===== src/rtl/literal_stream_ctrl.sv =====
// Streams literals from a synchronous literal memory into a pure_literals block,
// tags each with its reduced-formula flag and captures the resulting pure mask.
module literal_stream_ctrl #(
   parameter int WIDTH    = 4,
   parameter int OUT_SIZE = 16,
   parameter int ADDR_W   = 5,
   parameter int TIMEOUT  = 64
) (
   input  logic                clk,
   input  logic                reset,
   input  logic                start,
   input  logic [ADDR_W:0]     num_lits,
   input  logic [OUT_SIZE-1:0] assigned,
   output logic [ADDR_W-1:0]   mem_addr,
   output logic                mem_rd,
   input  logic [WIDTH:0]      mem_rdata,
   output logic                pl_reset,
   output logic [WIDTH:0]      pl_literal_in,
   output logic                pl_reduced_form,
   output logic                pl_inputs_over,
   input  logic                pl_valid_out,
   input  logic [OUT_SIZE-1:0] pl_pure_literals,
   output logic                busy,
   output logic                done,
   output logic [OUT_SIZE-1:0] pure_mask,
   output logic                timeout_err
);

   localparam int DEPTH = 1 << ADDR_W;
   localparam int NVAR  = 1 << WIDTH;
   localparam int CNT_W = ($clog2(TIMEOUT + 1) > 8) ? $clog2(TIMEOUT + 1) : 8;

   typedef enum logic [2:0] {IDLE, CLEAR, STREAM, DRAIN, OVER, FINISH} state_t;

   state_t            state;
   logic [ADDR_W:0]   lits;
   logic [NVAR-1:0]   assigned_lat;
   logic [CNT_W-1:0]  cnt;
   logic              clear_pulse;
   logic              lit_valid;
   logic [WIDTH:0]    mag;
   logic [NVAR-1:0]   hit;
   logic [ADDR_W:0]   lits_clamped;

   assign lits_clamped = (num_lits > (ADDR_W+1)'(DEPTH)) ? (ADDR_W+1)'(DEPTH) : num_lits;

   // The memory returns data one cycle after the read, so the literal is
   // forwarded straight from mem_rdata while the delayed read-valid flag is set.
   assign pl_literal_in = lit_valid ? mem_rdata : '0;
   assign mag           = mem_rdata[WIDTH] ? (~mem_rdata + 1'b1) : mem_rdata;

   // One-hot variable match; the most-negative literal has magnitude 2^WIDTH.
   generate
      for (genvar gi = 0; gi < NVAR; gi++) begin : g_hit
         assign hit[gi] = assigned_lat[gi] && (mag == (WIDTH+1)'(gi + 1));
      end
   endgenerate

   assign pl_reduced_form = lit_valid && (mag != '0) && !(|hit);
   assign pl_reset        = clear_pulse | reset;

   always_ff @(posedge clk or posedge reset) begin
      if (reset) begin
         state          <= IDLE;
         lits           <= '0;
         assigned_lat   <= '0;
         cnt            <= '0;
         clear_pulse    <= 1'b0;
         lit_valid      <= 1'b0;
         mem_addr       <= '0;
         mem_rd         <= 1'b0;
         pl_inputs_over <= 1'b0;
         busy           <= 1'b0;
         done           <= 1'b0;
         pure_mask      <= '0;
         timeout_err    <= 1'b0;
      end else begin
         done        <= 1'b0;
         clear_pulse <= 1'b0;
         case (state)
            IDLE: begin
               if (start) begin
                  state        <= CLEAR;
                  busy         <= 1'b1;
                  clear_pulse  <= 1'b1;
                  lits         <= lits_clamped;
                  assigned_lat <= assigned[NVAR-1:0];
                  timeout_err  <= 1'b0;
               end
            end
            CLEAR: begin
               cnt <= '0;
               if (lits != '0) begin
                  state    <= STREAM;
                  mem_rd   <= 1'b1;
                  mem_addr <= '0;
               end else begin
                  state          <= OVER;
                  pl_inputs_over <= 1'b1;
               end
            end
            STREAM: begin
               lit_valid <= 1'b1;
               if ({1'b0, mem_addr} == lits - 1'b1) begin
                  state    <= DRAIN;
                  mem_rd   <= 1'b0;
                  mem_addr <= '0;
               end else begin
                  mem_addr <= mem_addr + 1'b1;
               end
            end
            DRAIN: begin
               state          <= OVER;
               lit_valid      <= 1'b0;
               pl_inputs_over <= 1'b1;
               cnt            <= '0;
            end
            OVER: begin
               // A result arriving on the timeout cycle still counts.
               if (pl_valid_out) begin
                  pure_mask      <= pl_pure_literals;
                  state          <= FINISH;
                  done           <= 1'b1;
                  pl_inputs_over <= 1'b0;
               end else if (cnt == CNT_W'(TIMEOUT)) begin
                  pure_mask      <= '0;
                  timeout_err    <= 1'b1;
                  state          <= FINISH;
                  done           <= 1'b1;
                  pl_inputs_over <= 1'b0;
               end else begin
                  cnt <= cnt + 1'b1;
               end
            end
            FINISH: begin
               state <= IDLE;
               busy  <= 1'b0;
            end
            default: state <= IDLE;
         endcase
      end
   end

endmodule

===== config.mk =====
export PLATFORM = sky130hd
export DESIGN_NAME = literal_stream_ctrl
export DESIGN_NICKNAME = d
export VERILOG_FILES = /design/src/rtl/literal_stream_ctrl.sv
export SDC_FILE = /design/constraint.sdc
export NUM_CORES = 1
export LEC_CHECK = 0
export ABC_AREA = 1
export BUFFER_PORTS_ARGS = -buffer_cell sky130_fd_sc_hd__buf_2
export CAP_MARGIN = 20
export CORE_UTILIZATION = 41
export CTS_CLUSTER_DIAMETER = 60
export DETAILED_ROUTE_END_ITERATION = 16
export PLACE_DENSITY = 0.65
export SYNTH_ARGS = -nofsm -noshare
export SYNTH_HDL_FRONTEND = slang
export SYNTH_SLANG_ARGS = --single-unit

===== constraint.sdc =====
create_clock -name clk -period 3.5 [get_ports clk]
set_clock_uncertainty 0.2 [all_clocks]
set_input_delay 0.875 -clock clk [delete_from_list [all_inputs] [get_ports clk]]
set_output_delay 0.875 -clock clk [all_outputs]
set_load 0.01 [all_outputs]

After elaboration in Yosys (flattened, before gate mapping)
Index checks and enable logic that the tools add are counted.
{"block": "totals", "ff_bits": 61, "output_inout_bits": 33, "elab_cells": 127, "input_bits": 47}
{"block": "classes", "muxes": 36, "n_eq_ne": 31, "n_addsub": 4, "bitwise_logic": 2, "magnitude_cmp": 1, "reduce_logical": 40}
{"operator": "5-bit by 4-bit equality test with 1-bit output, second input constant", "count": 8}
{"operator": "16-bit 2-to-1 mux", "count": 2}
{"operator": "5-bit by 3-bit equality test with 1-bit output, second input constant", "count": 4}
{"operator": "5-bit 2-to-1 mux", "count": 4}
{"operator": "1-bit logical AND", "count": 18}
{"operator": "8-bit 2-to-1 mux", "count": 2}
{"operator": "8-bit case mux with 2 select lines", "count": 1}
{"operator": "16-bit OR reduction", "count": 1}
{"operator": "3-bit 2-to-1 mux", "count": 5}
{"operator": "3-bit case mux with 5 select lines", "count": 1}
{"operator": "1-bit 2-to-1 mux", "count": 14}
{"operator": "2-bit != test, second input constant", "count": 7}
{"operator": "3-bit AND reduction", "count": 4}
{"operator": "2-bit nonzero test", "count": 6}
{"operator": "5-bit by 1-bit adder with 5-bit output, second input constant", "count": 2}
{"operator": "5-bit by 2-bit equality test with 1-bit output, second input constant", "count": 2}
{"operator": "5-bit case mux with 2 select lines", "count": 1}
{"operator": "8-bit by 1-bit adder with 8-bit output, second input constant", "count": 1}
{"operator": "8-bit by 7-bit equality test with 1-bit output, second input constant", "count": 1}
{"operator": "1-bit case mux with 2 select lines", "count": 4}
{"operator": "2-bit AND reduction", "count": 4}
{"operator": "3-bit by 2-bit equality test with 1-bit output, second input constant", "count": 2}
{"operator": "3-bit equality test, second input constant", "count": 2}
{"operator": "5-bit by 6-bit equality test with 1-bit output", "count": 1}
{"operator": "17 further kinds", "count": 17}

Logic depth before layout (Yosys ltp)
Gate-level depths: netlist of run 1.
{"block": "logic_depth", "depth_word": 8, "ltp_mapped": 12}

Worst setup path after synthesis of run 1
OpenSTA, ideal clock, no wires.
{"block": "synth_path", "path_kind": "input port to output port", "start": "input port mem_rdata[0]", "end": "output port pl_reduced_form", "arrival_time_ns": 2.222, "path_stages": 12, "setup_slack_ns": 0.203, "n_path_buf": 1, "path_cell_list": "buf_6 -> inv_1 -> ha_1 -> nand2_1 -> nand2_2 -> nand2_1 -> nor2_1 -> nor2_1 -> nor2_1 -> nor2_1 -> nand2_1 -> a21oi_1"}
{"block": "synth_via", "elab_chain_cells": 8, "word_cells_on_any_way": 40, "cone_classes": "1 x add/sub; 16 x eq/ne; 1 x mux; 1 x bitwise; 21 x reduce/logical"}
{"item": "start: declaration", "line": "16", "source": "input logic [WIDTH:0] mem_rdata,"}
{"item": "5-bit inverter", "line": "50", "source": "assign mag = mem_rdata[WIDTH] ? (~mem_rdata + 1'b1) : mem_rdata;"}
{"item": "5-bit by 1-bit adder with 5-bit output", "line": "50"}
{"item": "5-bit 2-to-1 mux (*)", "line": "50"}
{"item": "5-bit by 1-bit equality test with 1-bit output (tied with other cells)", "line": "55", "source": "assign hit[gi] = assigned_lat[gi] && (mag == (WIDTH+1)'(gi + 1));"}
{"item": "1-bit logical AND", "line": "55"}
{"item": "16-bit OR reduction", "line": "59", "source": "assign pl_reduced_form = lit_valid && (mag != '0) && !(|hit);"}
{"item": "1-bit logical NOT", "line": "59"}
{"item": "1-bit logical AND (*)", "line": "59"}
{"item": "end: declaration", "line": "19", "source": "output logic pl_reduced_form,"}
Mark *: on every way between the ends. The rest lies on a longest branch, timed or not.

Worst setup path after layout of run 1
Ends and elaborated chain as after synthesis.

==> impl_metrics.yaml, run 1 <==
synth:
  yosysUniqueCellTypes: 30
  synth_simple_gate_area_frac: 0.288
  synth_xor_area_frac: 0.0251
  synthTopCellsByArea: "dfrtp_1 49%, nand2_1 16%, inv_1 5.0%"
  syn_inst: 386
  synth.net_count: 438
  netlist_area_um2: 3140
  synthAdderAreaFrac: 0.0199
  synth_top_area_frac: 0.486
  seq_area_frac_synth: 0.486
  yosys-mux-area-fraction: 0
  synth_area_leader_cell: "dfrtp_1"
  synth_top_family_by_area: "simple AND/OR/NAND/NOR gates"
  ys_warn_count: 0
  ys_ff_latch: 61
  postSynthAreaPerCell_um2: 8.13
  synth-compound-area-share: 0.104
drt:
  drc: 0
  wl_per_cell_um: 11.7
  drt_iter0_drc: 117
  avgViaCountPerCell: 4.68
  vias: 2691
  routed_wl_mm: 6.73
  ant_nets: 0
  drt_first_pass_iters: 4
die:
  die-area_um2: 8010
  ios: 80
  die_w_um: 89.5
  start_util: 0.428
  die_h_um: 89.5
  core_um2: 7330
  rows: 31
global_route:
  grt_first_pass_wirelength_mm: 10.9
  grt_util_all_layers: 0.180
  globalRoute.busiestLayer: "met2"
  met2_usage: 0.286
  grt_max_degree: 27
  use_met3: 0.0582
  grt_overflow: 0
  antenna_found_initial: 0
  first_global_vias: 2399
  met1_usage: 0.245
critical_path:
  r2r-start: "lits[0]$_DFFE_PP0P_"
  cp_top_family: "simple AND/OR/NAND/NOR gates"
  crit_buf_inv: 3
  critical_path.cell_chain: "buf_2, inv_1, ha_1, nand2_2, nand2_4, nand2_1, nor2_1, nor2_1, nand2_1, nand3_1, nand2_1, a21oi_1, buf_2"
  slowest_delay_ps: 290
  worstPathRequired_ps: 2420
  worstPathMaxFanout: 7
  arrival_ps: 2220
  rr_worst_depth: 10
  slowest_stage: "ha_1"
  critPathCaptureType: "output pin"
  rr_endpoint: "mem_addr[4]$_DFFE_PP0P_"
  start_kind: "input port"
  critical_path_class: "input port to output pin"
  cpMostUsedCell: "nand2_1"
  reg2reg_slack_ps: 1520
sta:
  max_freq_mhz: 303
  setup-tns-final_ps: 0
  setup_viol: 0
  drv_slew: 0
  finalHoldViolCount: 0
  fin_crit_sh: 0.942
  period_minus_slack_ps: 3300
  grt_setup_unrepaired: "no"
  worst_slew_margin_rel: 0.584
  max_slew.worst_pin.slew_ps: 624
power:
  powerDensity_nw_per_um2: 780
  irDropWorstVdd_v: 0.000375
  fin_total_pwr_w: 0.00298
  p_leak_nw: 2.09
worst_hold_path:
  hold_path_class: "flop to flop"
  worstHoldStart: "assigned_lat[15]$_DFFE_PP0P_"
  hold_depth: 2
  min_to: "assigned_lat[15]$_DFFE_PP0P_"
clocking:
  clock_latency_ps: 330
  clk_pin_slew_ps: 70
  cts_buffer_depth: 2
  htree_levels: 3
  clkSinkCount: 61
  clock_tree.root_cell: "clkbuf_8"
  cts_tree: "yes"
  cts_inserted_buffers: 9
  hold_buffers: 0
placement:
  place_congestion: 0.823
  hpwlAfterDp_mm: 4.98
  portBuffers: 79
final_layout:
  area_growth_pct: 21.9
  diodes: 0
  layout.nets: 523
  layout-drive-gt1-share: 0.248
run:
  maxCapViolCount: 0
status:
  outcome: "completed"
[logic make-up after synthesis]
group / after synthesis
compound gates: 47
xor+xnor: 9
fa+ha+maj: 5
buf+inv: 53
flops: 61
simple gates: 211
[layout make-up]
cell class	instances	area (um^2)
fill	731	3510
timing repair buffer	84	433
clock inverter	7	75.1
sequential	61	1530
inverter	43	161
clock buffer	9	124
multi-input combinational	272	1380
tap	99	124
[stage by stage]
step	setup WS, ps	std cells	instance area, um^2	hold WS [ps]	utilization
2_1_floorplan	203	386	3140	242	-
3_3_place_gp	159	559	3620	267	0.493
3_5_place_dp	125	559	3620	263	0.493
4_1_cts	119	575	3810	280	0.520
5_1_grt	12.2	575	3820	311	0.522
6_report	205	575	3820	278	0.522
[worst reg2reg max path, cell delays in order (launching register included)]
cell and delay (ps):
dfrtp_1 380, inv_1 150, ha_1 230, nand3_1 160, inv_1 110, nand2_1 50
nand2_1 60, nand3_1 100, or2_2 300, nand3b_1 90, nand2_1 50
[Yosys cell counts (all sizes together)]
cell type	count
xor2	7
clkbuf	1
nand2	136
dfrtp	61
o31ai	6
buf	9
nor2	27
o21ai	18
xnor2	2
ha	5
nand4	10
or2	4
nor3	4
o21bai	1
nand3b	2
nand3	28
a22o	16
inv	43
a21oi	6
[worst max path at each step]
stage                       startpoint         endpoint  slack, ps  cells after the start
after floorplan           mem_rdata[0]  pl_reduced_form        200                     12
after global placement    mem_rdata[0]  pl_reduced_form        160                     13
after detailed placement  mem_rdata[0]  pl_reduced_form        130                     13
after CTS                 mem_rdata[0]  pl_reduced_form        120                     13
after global routing      mem_rdata[0]  pl_reduced_form         10                     13
final                     mem_rdata[0]  pl_reduced_form        200                     13
[layer usage]
layer	routed length, um	up-vias
li1	-	1413
met1	3320	1213
met2	3080	61
met3	312	4
met4	19	0
met5	0	-
[registers in the layout (all words and copies together) (netlist names)]
| name | flops |
|---|---|
| assigned_lat | 16 |
| pure_mask | 16 |
| cnt | 8 |
| lits | 6 |
| mem_addr | 5 |
| state | 3 |
| busy | 1 |
| clear_pulse | 1 |
| done | 1 |
| lit_valid | 1 |
| mem_rd | 1 |
| pl_inputs_over | 1 |
| timeout_err | 1 |
[report_power, final]
| group | internal (W) | switching [W] | total (W) |
|---|---|---|---|
| Sequential | 0.000992 | 0.000195 | 0.00119 |
| Combinational | 0.000464 | 0.000710 | 0.00117 |
| Clock | 0.000331 | 0.000292 | 0.000622 |
| Total | 0.00179 | 0.00120 | 0.00298 |
[placed cells by master (no fill, tap or decap)]
master      instances
a21oi_1             5
a21oi_2             1
a22o_1             16
buf_2              79
buf_4               5
bufinv_16           1
clkbuf_8            9
clkinv_2            1
clkinv_4            1
clkinvlp_4          3
dfrtp_1            61
ha_1                5
inv_1              41
inv_2               2
inv_6               1
nand2_1           130
nand2_2             4
nand2_4             2
nand3_1            28
nand3b_1            2
nand4_1            10
nor2_1             23
nor2_2              3
nor2_4              1
nor3_1              4
o21ai_0            14
o21ai_1             4
o21bai_2            1
o31ai_1             5
o31ai_2             1
or2_1               1
or2_2               3
xnor2_1             2
xor2_1              7
[timing repair]
| action | in CTS | in global routing |
|---|---|---|
| gates resized for setup | 0 | 3 |
| setup endpoints to repair | 0 | 1 |
| setup buffers | 0 | 0 |
(Power assumes the default switching activity.)
==> run 2, diff against run 1 <==
--- a/config.mk
+++ b/config.mk
@@ -8,10 +8,12 @@
 export ABC_AREA = 1
 export BUFFER_PORTS_ARGS = -buffer_cell sky130_fd_sc_hd__buf_2
 export CAP_MARGIN = 20
+export CORE_MARGIN = 3
 export CORE_UTILIZATION = 41
 export CTS_CLUSTER_DIAMETER = 60
 export DETAILED_ROUTE_END_ITERATION = 16
-export PLACE_DENSITY = 0.65
+export HOLD_SLACK_MARGIN = 0.02
+export PLACE_DENSITY = 0.68
 export SYNTH_ARGS = -nofsm -noshare
 export SYNTH_HDL_FRONTEND = slang
 export SYNTH_SLANG_ARGS = --single-unit
==> constraint.sdc (replaced) <==
create_clock -name clk -period 2.85 [get_ports clk]
set_clock_uncertainty 0.2 [all_clocks]
set_input_delay 0.7125 -clock clk [delete_from_list [all_inputs] [get_ports clk]]
set_output_delay 0.7125 -clock clk [all_outputs]
set_load 0.01 [all_outputs]
==> run 2 against run 1 <==
Effect of this change: the flow now finishes with violations (negative setup slack); clock power up 52%; largest power group is now combinational logic; total power up 30%; highest routed layer unchanged; register-to-register slack worse by 680 ps; hold slack worse by 91 ps; sequential share of layout area down 1.3 points; critical path type unchanged; largest cell class unchanged.
==> impl_metrics.yaml, run 2 (synthesis results as in run 1) <==
power:
  p_sw_w: 0.00149
  p_int_w: 0.00239
  p_seq_frac: 0.376
  fin_total_pwr_w: 0.00388
  p_sw_frac: 0.385
  powerDensity_nw_per_um2: 982
  combPwrFrac: 0.380
  p_leak_nw: 2.13
  clkPwrFrac: 0.244
  irDropWorstVdd_v: 0.000407
sta:
  period_minus_slack_ps: 2870
  setup_viol: 1
  drv_slew: 0
  fin_crit_sh: 1.01
  max_freq_mhz: 348
  holdWs_ps: 187
  finalHoldViolCount: 0
  grt_setup_unrepaired: "yes"
  worst_slew_margin_rel: 0.585
  setup_ws_ps: -22.0
  max_slew.worst_pin.slew_ps: 622
die:
  core_um2: 7330
  die-area_um2: 8740
  ios: 80
  die_h_um: 93.5
  die_w_um: 93.5
  start_util: 0.428
  rows: 31
critical_path:
  critPathCaptureType: "output pin"
  critical_path_class: "input port to output pin"
  worstPathRequired_ps: 1940
  critical_path.cell_chain: "buf_6, inv_4, ha_4, nand2_4, buf_6, nand4_1, nand2_1, nor2_1, nand2_1, nand3_1, nand2_1, a21oi_2, buf_2"
  slowest_delay_ps: 250
  crit_buf_inv: 4
  worstPathMaxFanout: 6
  cpMostUsedCell: "nand2_1"
  slowest_stage: "ha_4"
  start_kind: "input port"
  cp_top_family: "simple AND/OR/NAND/NOR gates"
  arrival_ps: 1960
clocking:
  clock_tree.root_cell: "clkbuf_8"
  clock_latency_ps: 340
  cts_inserted_buffers: 9
  clk_pin_slew_ps: 70
  cts_tree: "yes"
  cts_buffer_depth: 2
  hold_buffers: 0
  htree_levels: 3
  clkSinkCount: 61
global_route:
  grt_overflow: 0
  antenna_found_initial: 0
  grt_util_all_layers: 0.167
  grt_first_pass_wirelength_mm: 11.6
  first_global_vias: 2581
  grt_max_degree: 41
final_layout:
  layout.nets: 525
  fin_area_um2: 3950
  final_common_cell: "nand2_1"
  nFillCells: 697
  layout-drive-gt1-share: 0.264
  multi_input_area_um2: 1410
  seq_area_um2: 1530
  final_util: 0.539
  reg_top3: "assigned_lat (16), pure_mask (16), cnt (8)"
  final_cell_mix: "129 x nand2_1, 77 x buf_2, 61 x dfrtp_1"
  diodes: 0
  area_growth_pct: 25.9
placement:
  portBuffers: 79
  place_congestion: 0.849
  place_area_um2: 3650
  hpwlAfterDp_mm: 5.19
drt:
  drt_first_pass_iters: 4
  wl_per_cell_um: 12.2
  drt_iter0_drc: 141
  avgViaCountPerCell: 4.86
  ant_nets: 0
  drc: 0
  vias: 2804
  routed_wl_mm: 7.03
worst_hold_path:
  hold_path_class: "input port to async pin"
status:
  outcome: "finished with violations"
  violations: "negative setup slack"
run:
  maxCapViolCount: 0
-- run 2: layout make-up --
type | instances | area share
well taps | 99 | 0.0313
repair buffers | 86 | 0.122
clock buffers | 9 | 0.0313
clock inverters | 7 | 0.0310
multi-input cells | 272 | 0.356
flip-flops and latches | 61 | 0.386
inverters | 43 | 0.0421
-- run 2: stage by stage --
stage | setup WS [ps] | cells | TNS, ps
after floorplan | 11.8 | 386 | 0
after global placement | -33.5 | 561 | -33.5
after detailed placement | -95.8 | 561 | -95.8
after CTS | -37.3 | 577 | -37.3
after global routing | -79.8 | 577 | -79.8
final | -22.0 | 577 | -22.0
-- run 2: final timing paths --
path                                     from                           end  cells after the start  slack [ps]
min in group clk           mem_rd$_DFFE_PP0P_            mem_rd$_DFFE_PP0P_                      2         280
max                              mem_rdata[1]               pl_reduced_form                     13         -20
max in group asynchronous               reset  assigned_lat[11]$_DFFE_PP0P_                      3        1690
min reg2reg                mem_rd$_DFFE_PP0P_            mem_rd$_DFFE_PP0P_                      2         280
max reg2reg                cnt[0]$_DFFE_PP0P_    pl_inputs_over$_DFFE_PP0P_                     11         840
min                                     reset         clear_pulse$_DFF_PP0_                      2         190
-- run 2: routing by layer --
metal / routed length (um) / share of wire / up-vias / GRT usage
met4: 108 / 0.015 / 0 / 0.0647
met3: 460 / 0.065 / 11 / 0.0410
met2: 3200 / 0.45 / 93 / 0.265
met1: 3260 / 0.46 / 1281 / 0.218
li1: - / - / 1419 / -
met5: 0 / 0 / - / 0
-- run 2: timing repair --
item                       4_1_cts  5_1_grt
pin swaps                        7        6
setup endpoints to repair        1        1
gates resized for setup         10        3
setup buffers                    0        0
gates cloned                     0        0
-- run 2: power by group through the flow --
stage          Sequential [W]  Clock [W]  Combinational [W]
6_report              0.00146   0.000948            0.00147
5_1_grt               0.00151    0.00101            0.00169
4_1_cts               0.00146   0.000977            0.00149
3_5_place_dp          0.00146          0            0.00148
3_3_place_gp          0.00147          0            0.00144
2_1_floorplan         0.00149          0           0.000997
==> run 3, diff against run 2 <==
--- a/config.mk
+++ b/config.mk
@@ -13,7 +13,7 @@
 export CTS_CLUSTER_DIAMETER = 60
 export DETAILED_ROUTE_END_ITERATION = 16
 export HOLD_SLACK_MARGIN = 0.02
-export PLACE_DENSITY = 0.68
+export PLACE_DENSITY = 0.65
 export SYNTH_ARGS = -nofsm -noshare
 export SYNTH_HDL_FRONTEND = slang
 export SYNTH_SLANG_ARGS = --single-unit
==> constraint.sdc (replaced) <==
create_clock -name clk -period 3 [get_ports clk]
set_clock_uncertainty 0.2 [all_clocks]
set_input_delay 0.75 -clock clk [delete_from_list [all_inputs] [get_ports clk]]
set_output_delay 0.75 -clock clk [all_outputs]
set_load 0.01 [all_outputs]
==> run 3 against run 2 <==
Effect of this change: critical endpoint unchanged; largest power group is now sequential cells; register-to-register slack improved by 140 ps; critical path type unchanged; non-clock buffer count stayed put; clock power is 26% lower; the flow now finishes without violations; via count down 3.5%.
==> impl_metrics.yaml, run 3 (synthesis results as in run 1) <==
status:
  outcome: "completed"
clocking:
  htree_levels: 3
  clk_pin_slew_ps: 60
  cts_tree: "yes"
  cts_buffer_depth: 2
  clkSinkCount: 61
  cts_inserted_buffers: 9
  clock_latency_ps: 340
  clock_tree.root_cell: "clkbuf_8"
  hold_buffers: 0
placement:
  place_area_um2: 3640
  place_inst: 561
  hpwlAfterDp_mm: 5.09
  portBuffers: 79
  place_congestion: 0.865
sta:
  holdWs_ps: 275
  fin_crit_sh: 0.979
  period_minus_slack_ps: 2940
  drv_slew: 0
  setup_viol: 0
  max_freq_mhz: 341
  finalHoldViolCount: 0
  grt_setup_unrepaired: "yes"
  worst_slew_margin_rel: 0.509
  max_slew.worst_pin.slew_ps: 737
drt:
  vias: 2706
  routed_wl_mm: 6.97
  avgViaCountPerCell: 4.69
  wl_per_cell_um: 12.1
  ant_nets: 0
  drt_first_pass_iters: 5
  drc: 0
  drt_iter0_drc: 73
critical_path:
  reg2reg_slack_ps: 980
  slowest_delay_ps: 260
  cpMostUsedCell: "nor2_1"
  start_kind: "input port"
  critical_path.cell_chain: "buf_6, inv_2, ha_4, nand2_4, buf_6, nand4_1, nand2_1, nor2_1, nor2_1, nor2_1, nand2_1, a21oi_2, buf_2"
  critical_path_class: "input port to output pin"
  critPathCaptureType: "output pin"
  cp-startpoint: "mem_rdata[1]"
  rr_endpoint: "cnt[5]$_DFFE_PP0P_"
  r2r-start: "cnt[0]$_DFFE_PP0P_"
  arrival_ps: 1990
  worstPathRequired_ps: 2050
  rr_worst_depth: 9
  worstPathMaxFanout: 6
  slowest_stage: "ha_4"
die:
  start_util: 0.428
  core_um2: 7330
  die_h_um: 93.5
  rows: 31
  die-area_um2: 8740
  die_w_um: 93.5
  ios: 80
global_route:
  grt_util_all_layers: 0.164
  grt_max_degree: 62
  grt_overflow: 0
  grt_first_pass_wirelength_mm: 11.4
  antenna_found_initial: 0
  first_global_vias: 2560
final_layout:
  fin_area_um2: 3880
  area_growth_pct: 23.6
  final_common_cell: "nand2_1"
  layout-drive-gt1-share: 0.262
  diodes: 0
  final_util: 0.529
  final_cells: 577
  nFillCells: 722
  multi_input_area_um2: 1410
  final_cell_mix: "129 x nand2_1, 77 x buf_2, 61 x dfrtp_1"
  seq_area_um2: 1530
  layout.nets: 525
  reg_top3: "assigned_lat (16), pure_mask (16), cnt (8)"
power:
  fin_total_pwr_w: 0.00347
  p_leak_nw: 2.11
  irDropWorstVdd_v: 0.000431
  powerDensity_nw_per_um2: 895
worst_hold_path:
  hold_path_class: "flop to flop"
  hold_depth: 2
  worstHoldStart: "assigned_lat[7]$_DFFE_PP0P_"
  min_to: "assigned_lat[7]$_DFFE_PP0P_"
run:
  maxCapViolCount: 0
## run 3: changes by cell type in the layout (fill, tap and decap cells not counted), sizes merged
cell	before	now
bufinv	3	1
clkinvlp	2	1
inv	44	43
clkinv	1	5
## run 3: final cells by class
class	instances	share of cell area
multi-input cells	272	0.362
clock inverters	7	0.0171
well taps	99	0.0319
flip-flops and latches	61	0.394
inverters	43	0.0423
clock buffers	9	0.0319
repair buffers	86	0.121
## run 3: timing repair
| item | in CTS | in global routing |
|---|---|---|
| setup buffers | 0 | 0 |
| pin swaps | 2 | 12 |
| hold endpoints to repair | 0 | 0 |
| endpoints found under the setup margin | 1 | 1 |
| gates resized for setup | 5 | 7 |
## run 3: how the worst max path moves through the flow
stage	to	slack, ps
3_3_place_gp	pl_reduced_form	40
4_1_cts	pl_reduced_form	6
3_5_place_dp	pl_reduced_form	-20
2_1_floorplan	pl_reduced_form	40
6_report	pl_reduced_form	60
5_1_grt	pl_reduced_form	-40
## run 3: per-layer routing
metal	part of all wire	wire (um)	GRT usage
met1	0.46	3230	0.218
met2	0.47	3240	0.256
met3	0.060	415	0.0459
met4	0.012	82	0.0574
met5	0	0	0
## run 3: where the power goes
group	switching, W	total, W	internal (W)
logic	0.000832	0.00138	0.000551
clock network	0.000323	0.000702	0.000378
registers	0.000229	0.00139	0.00116
## run 3: critical path, delay by kind of cell
kind | cells | cell delay (ps)
fa+ha+maj | 1 | 260
simple gates | 7 | 480
compound gates | 1 | 120
buf+inv | 4 | 360
## run 3: per-stage QoR
stage / setup TNS, ps / worst slack, ps
floorplan: 0 / 39.2
global placement: 0 / 41.5
detailed placement: -16.1 / -16.1
CTS: 0 / 5.65
global route: -42.2 / -42.2
finish: 0 / 64.5
